[src/rtl/silife_row_write_queue.sv]
// Row-write queue between the pattern loader and the cell grid.
// Buffers row writes, coalesces repeat writes to the newest queued row,
// and replays entries as one-cycle grid strobes while the engine is idle.
module silife_row_write_queue #(
   parameter int unsigned DEPTH    = 4,
   parameter int unsigned ROW_BITS = 5,
   parameter int unsigned WIDTH    = 8
) (
   input  logic                      clk,
   input  logic                      rst_n,
   input  logic [ROW_BITS-1:0]       in_row,
   input  logic [WIDTH-1:0]          in_cells,
   input  logic                      in_wr_en,
   output logic                      in_ready,
   input  logic                      flush,
   input  logic                      grid_busy,
   output logic [ROW_BITS-1:0]       grid_row,
   output logic [WIDTH-1:0]          grid_cells,
   output logic                      grid_wr_en,
   output logic [$clog2(DEPTH):0]    count,
   output logic                      idle
);

   localparam int unsigned PTR_W = $clog2(DEPTH);
   localparam int unsigned CNT_W = PTR_W + 1;

   logic [ROW_BITS-1:0] row_mem_q   [DEPTH];
   logic [WIDTH-1:0]    cells_mem_q [DEPTH];

   logic [PTR_W-1:0]    wr_ptr_q, wr_ptr_d;
   logic [PTR_W-1:0]    rd_ptr_q, rd_ptr_d;
   logic [CNT_W-1:0]    count_q, count_d;
   logic [ROW_BITS-1:0] grid_row_q, grid_row_d;
   logic [WIDTH-1:0]    grid_cells_q, grid_cells_d;
   logic                grid_wr_en_q, grid_wr_en_d;

   logic                accept;
   logic                pop;
   logic                coalesce;
   logic                alloc;
   logic [PTR_W-1:0]    newest_ptr;

   // Handshake and status decoded from state only, never from in_wr_en
   assign in_ready   = (count_q != CNT_W'(DEPTH));
   assign idle       = (count_q == '0) && !grid_wr_en_q;
   assign grid_row   = grid_row_q;
   assign grid_cells = grid_cells_q;
   assign grid_wr_en = grid_wr_en_q;
   assign count      = count_q;

   // Accept/pop decode; the newest entry may be merged only if it is not leaving this edge
   always_comb begin
      accept     = in_wr_en && in_ready;
      pop        = (count_q != '0) && !grid_busy && !flush;
      newest_ptr = wr_ptr_q - PTR_W'(1);
      coalesce   = accept && (count_q != '0)
                   && (row_mem_q[newest_ptr] == in_row)
                   && ((count_q >= CNT_W'(2)) || !pop);
      alloc      = accept && !coalesce;
   end

   // Next-state for pointers, occupancy and the grid-side output register
   always_comb begin
      wr_ptr_d     = wr_ptr_q;
      rd_ptr_d     = rd_ptr_q;
      count_d      = count_q;
      grid_row_d   = grid_row_q;
      grid_cells_d = grid_cells_q;
      grid_wr_en_d = 1'b0;
      if (flush) begin
         wr_ptr_d = '0;
         rd_ptr_d = '0;
         count_d  = '0;
      end else begin
         if (alloc) wr_ptr_d = wr_ptr_q + PTR_W'(1);
         if (pop) begin
            rd_ptr_d     = rd_ptr_q + PTR_W'(1);
            grid_row_d   = row_mem_q[rd_ptr_q];
            grid_cells_d = cells_mem_q[rd_ptr_q];
            grid_wr_en_d = 1'b1;
         end
         count_d = count_q + CNT_W'(alloc) - CNT_W'(pop);
      end
   end

   // Control and output registers
   always_ff @(posedge clk or negedge rst_n) begin
      if (!rst_n) begin
         wr_ptr_q     <= '0;
         rd_ptr_q     <= '0;
         count_q      <= '0;
         grid_row_q   <= '0;
         grid_cells_q <= '0;
         grid_wr_en_q <= 1'b0;
      end else begin
         wr_ptr_q     <= wr_ptr_d;
         rd_ptr_q     <= rd_ptr_d;
         count_q      <= count_d;
         grid_row_q   <= grid_row_d;
         grid_cells_q <= grid_cells_d;
         grid_wr_en_q <= grid_wr_en_d;
      end
   end

   // Entry storage: merge into the newest entry or write the tail; contents need no reset
   always_ff @(posedge clk) begin
      if (accept && !flush) begin
         if (coalesce) begin
            cells_mem_q[newest_ptr] <= in_cells;
         end else begin
            row_mem_q[wr_ptr_q]   <= in_row;
            cells_mem_q[wr_ptr_q] <= in_cells;
         end
      end
   end

endmodule

[config.mk]
export PLATFORM = sky130hd
export DESIGN_NAME = silife_row_write_queue
export DESIGN_NICKNAME = d
export VERILOG_FILES = /design/src/rtl/silife_row_write_queue.sv
export SDC_FILE = /design/constraint.sdc
export NUM_CORES = 1
export LEC_CHECK = 0
export ABC_AREA = 0
export CORE_UTILIZATION = 43
export CTS_BUF_LIST = sky130_fd_sc_hd__clkbuf_16
export DETAILED_ROUTE_END_ITERATION = 8
export HOLD_SLACK_MARGIN = 0.03
export PLACE_DENSITY_LB_ADDON = 0.2
export SYNTH_ARGS = -nofsm -noshare
export SYNTH_HDL_FRONTEND = slang
export SYNTH_SLANG_ARGS = --single-unit
[constraint.sdc]
create_clock -name clk -period 5.6 [get_ports clk]
set_input_delay 1.12 -clock clk [delete_from_list [all_inputs] [get_ports clk]]
set_output_delay 1.12 -clock clk [all_outputs]
set_load 0.01 [all_outputs]
==> impl_summary.log <==
INFO  metric status = complete, no violations
INFO  metric ys_async_sr_fraction = 0.288
INFO  metric die_height = between 80 and 90 µm
INFO  metric number_of_antenna_violations_at_the_first_check_in_global_routing = 0
INFO  metric synthToLayoutAreaGrowth = 24.8%
INFO  metric seq_area = 2090 µm²
INFO  metric critical_path.cell_chain = inv_1 -> ha_1 -> mux4_2 -> xor2_1 -> nor4b_4 -> o211ai_4 -> and3_4 -> inv_1 -> ha_1 -> inv_1 -> ha_1 -> inv_1 -> fa_1 -> xnor2_1 -> nor2_1
INFO  metric final-hold-violation-count = 0
INFO  metric floorplan.initialDensity = 0.456
INFO  metric wl_met1 = approximately 2800 µm
INFO  metric slew_headroom = 0.263
INFO  metric ant_nets = 0
INFO  metric postLayoutCoreUtil = 0.569
INFO  metric setup_viol = 0
INFO  metric synth_area = approximately 3200 µm²
INFO  metric worst_skew_pair.late_latency = about 0.33 ns
INFO  metric totalPowerFinal = 1.90 mW
INFO  metric detail_route.wl_per_cell = 17.7 µm
INFO  metric multi_input_comb_area = around 1000 µm²
INFO  metric post-route-worst-setup-slack = 1.55 ns
INFO  metric synth_edf_count = 52
INFO  metric critPathRequiredTime = between 5 and 6 ns
INFO  metric ctsLongestPathBuffers = 2
INFO  metric criticalPathCategory = flip-flop to flip-flop
INFO  metric placeableCoreArea = approximately 7000 µm²
INFO  metric critical-path-top-cell-by-count = sky130_fd_sc_hd__inv_1
INFO  metric totalNegativeSetupSlack = 0 ns
INFO  metric rsz0062_at_grt = false
INFO  metric ir_worst_vdd = 0.186 mV
INFO  metric drtIter0Drc = 154
INFO  metric tightestPinTransition = between 1 and 1.5 ns
INFO  metric path_clk_slew = roughly 0.06 ns
INFO  metric hold_ws = between 0.5 and 0.6 ns
INFO  metric first_global_vias = around 1700
INFO  metric grt_remaining_overflow = 0
INFO  metric layout.filler_cells = 560
INFO  metric placement.setup.worst_slack = 1.47 ns
INFO  metric critPathCaptureType = flip-flop
INFO  metric layout_min_cycle_time = 4.05 ns
INFO  metric post_synth_num_cell_types = 32
INFO  metric postCtsHoldBufs = 0
INFO  metric num_vias = ~1700
INFO  metric hp-class = flip-flop to flip-flop
INFO  metric critPathMaxStageDelay = 0.66 ns
INFO  metric io_buffers = 36
INFO  metric final_layout_size_suffix_gt1_frac = 0.230
INFO  metric final_min_period_over_clock_period = 0.723
INFO  metric place_hpwl = approximately 3700 µm
INFO  metric power_density = between 400 and 500 nW/µm²
INFO  metric antenna_cells_inserted = 0
INFO  metric mean_post_synth_cell_area = roughly 17 µm²
INFO  metric drcViolationCount = 0
INFO  metric drt_pre_antenna_iters = 4
INFO  metric grt.total_usage = 0.173
INFO  metric worst-endpoint-arrival = 4.24 ns
INFO  metric core.rowCount = 30
INFO  metric pins_over_their_slew_limit = 0
INFO  metric routed-wl-met3 = 209 µm
INFO  metric grt_max_degree = 22
INFO  metric synth_warnings = 0
INFO  metric cts.htree.levels = 3
INFO  metric first_pass_grt_wire_length = approximately 9300 µm
INFO  metric slack_of_the_worst_reg_to_reg_path = between 1.5 and 2 ns
INFO  metric clockRootBuffer = sky130_fd_sc_hd__clkbuf_16
INFO  metric tritoncts = built
INFO  metric p_leak = 1.40 nW
INFO  metric synth_cells = between 150 and 200
INFO  metric dieArea = roughly 7700 µm²
INFO  metric via_per_inst = 5.10
INFO  metric crit_path_start_kind = flip-flop
INFO  metric max_freq = roughly 250 MHz
INFO  metric syn-num-nets = roughly 210
INFO  metric nNetsFinal = between 200 and 300
INFO  metric cts-buffers-inserted = 9
INFO  metric met2_wirelength = 2580 µm
INFO  metric final.setup_skew = 0.00476 ns
INFO  metric top_level_port_count = 37
INFO  metric wl = about 5800 µm
INFO  metric dr.max_layer_used = met4
INFO  metric max-cap-violations = 0
INFO  metric globalplace.congestion = around 0.71
INFO  metric synth_seq_area_share = 0.656
INFO  metric ys_ff_latch = 73
INFO  metric ys.flop_type = sky130_fd_sc_hd__edfxtp_1
INFO  metric slowest_stage = sky130_fd_sc_hd__ha_1
INFO  metric postCtsSetupRepairBufs = 0
INFO  metric numClockSinks = 73
INFO  metric die_w = a little under 90 µm
INFO  metric post_cts_repair_resize_count = 0
INFO  metric crit_fanout = 13
## synth_stat cells, types with 3 or more instances
| library cell | instances | area share |
|---|---|---|
| sky130_fd_sc_hd__edfxtp_1 | 52 | 0.49 |
| sky130_fd_sc_hd__dfrtp_1 | 21 | 0.17 |
| sky130_fd_sc_hd__mux4_2 | 16 | 0.11 |
| sky130_fd_sc_hd__mux2_2 | 13 | 0.046 |
| sky130_fd_sc_hd__nor2_1 | 12 | 0.014 |
| sky130_fd_sc_hd__ha_1 | 7 | 0.028 |
| sky130_fd_sc_hd__inv_1 | 7 | 0.0083 |
| sky130_fd_sc_hd__xnor2_1 | 6 | 0.017 |
| sky130_fd_sc_hd__clkbuf_1 | 5 | 0.0059 |
| sky130_fd_sc_hd__mux2i_1 | 5 | 0.016 |
| sky130_fd_sc_hd__and2_1 | 4 | 0.0079 |
| sky130_fd_sc_hd__nor3_1 | 4 | 0.0063 |
| sky130_fd_sc_hd__xor2_1 | 4 | 0.011 |
| sky130_fd_sc_hd__a21oi_1 | 3 | 0.0047 |
| sky130_fd_sc_hd__nand2_1 | 3 | 0.0035 |
| sky130_fd_sc_hd__nand3_1 | 3 | 0.0047 |
| sky130_fd_sc_hd__nor2b_1 | 3 | 0.0059 |
## layout by cell type (no fill, tap or decap), drive strengths merged, types with 2 or more instances in the layout
master         instances
mux2i                  5
nor4b                  2
a21oi                  3
clkbuf                 9
nor3                   4
nor2                  13
nand3b                 2
nand2                  3
bufinv                 2
nand3                  3
clkdlybuf4s50         36
mux4                  16
edfxtp                52
ha                     7
xnor2                  6
and2                   4
mux2                  14
inv                    9
dfrtp                 21
clkinv                 3
xor2                   4
nor2b                  3
## cells by family (layout without fill, tap and decap cells)
kind of cell	Yosys count	count (layout)	synth area share
buf+inv	15	60	0.0185
mux	35	35	0.180
fa+ha+maj	8	8	0.0338
flops	73	73	0.656
compound gates	5	5	0.0138
xor+xnor	10	10	0.0275
simple gates	39	39	0.0708
## where the power goes
group	switching, mW	internal, mW
sequential	0.0918	0.669
clock	0.229	0.395
combinational	0.205	0.313
## through the flow
stage | instance area [µm²] | cells
global route | 3970 | 326
finish | 3970 | 326
CTS | 3970 | 326
detailed placement | 3640 | 310
global placement | 3640 | 310
floorplan | 3180 | 185
## area by class of cell
cell class	instances	area share
flip-flops and latches	73	0.526
multi-input cells	97	0.262
repair buffers	37	0.0927
clock buffers	9	0.0567
well taps	96	0.0303
clock inverters	7	0.0258
inverters	7	0.00662
## routing by layer
metal / GRT usage / vias to the layer above
met5: 0 / -
met4: 0.0880 / 0
met3: 0.0396 / 11
met2: 0.249 / 41
met1: 0.249 / 825
li1: - / 787
## critical path, delay by kind of cell (launching register included)
kind	cells	cell delay (ns)
fa+ha+maj	4	1.37
flops	1	0.65
simple gates	3	0.59
mux	1	0.40
buf+inv	4	0.39
xor+xnor	2	0.34
compound gates	1	0.17
## flip-flops by register name, indices dropped and copies added, names as in the netlist
name,flops
cells_mem_q,32
count,3
grid_cells,8
grid_row,5
grid_wr_en,1
rd_ptr_q,2
row_mem_q,20
wr_ptr_q,2
## path summary, 6_finish.rpt
path | startpoint | to | depth (start not counted)
min in group asynchronous | rst_n | grid_row[0] | 1
min reg2reg | grid_cells[1] | grid_cells[1] | 1
min | grid_cells[1] | grid_cells[1] | 1
max in group asynchronous | rst_n | grid_cells[5] | 1
max | wr_ptr_q[0] | count[2] | 15
max reg2reg | wr_ptr_q[0] | count[2] | 15
(Power assumes the default switching activity.)
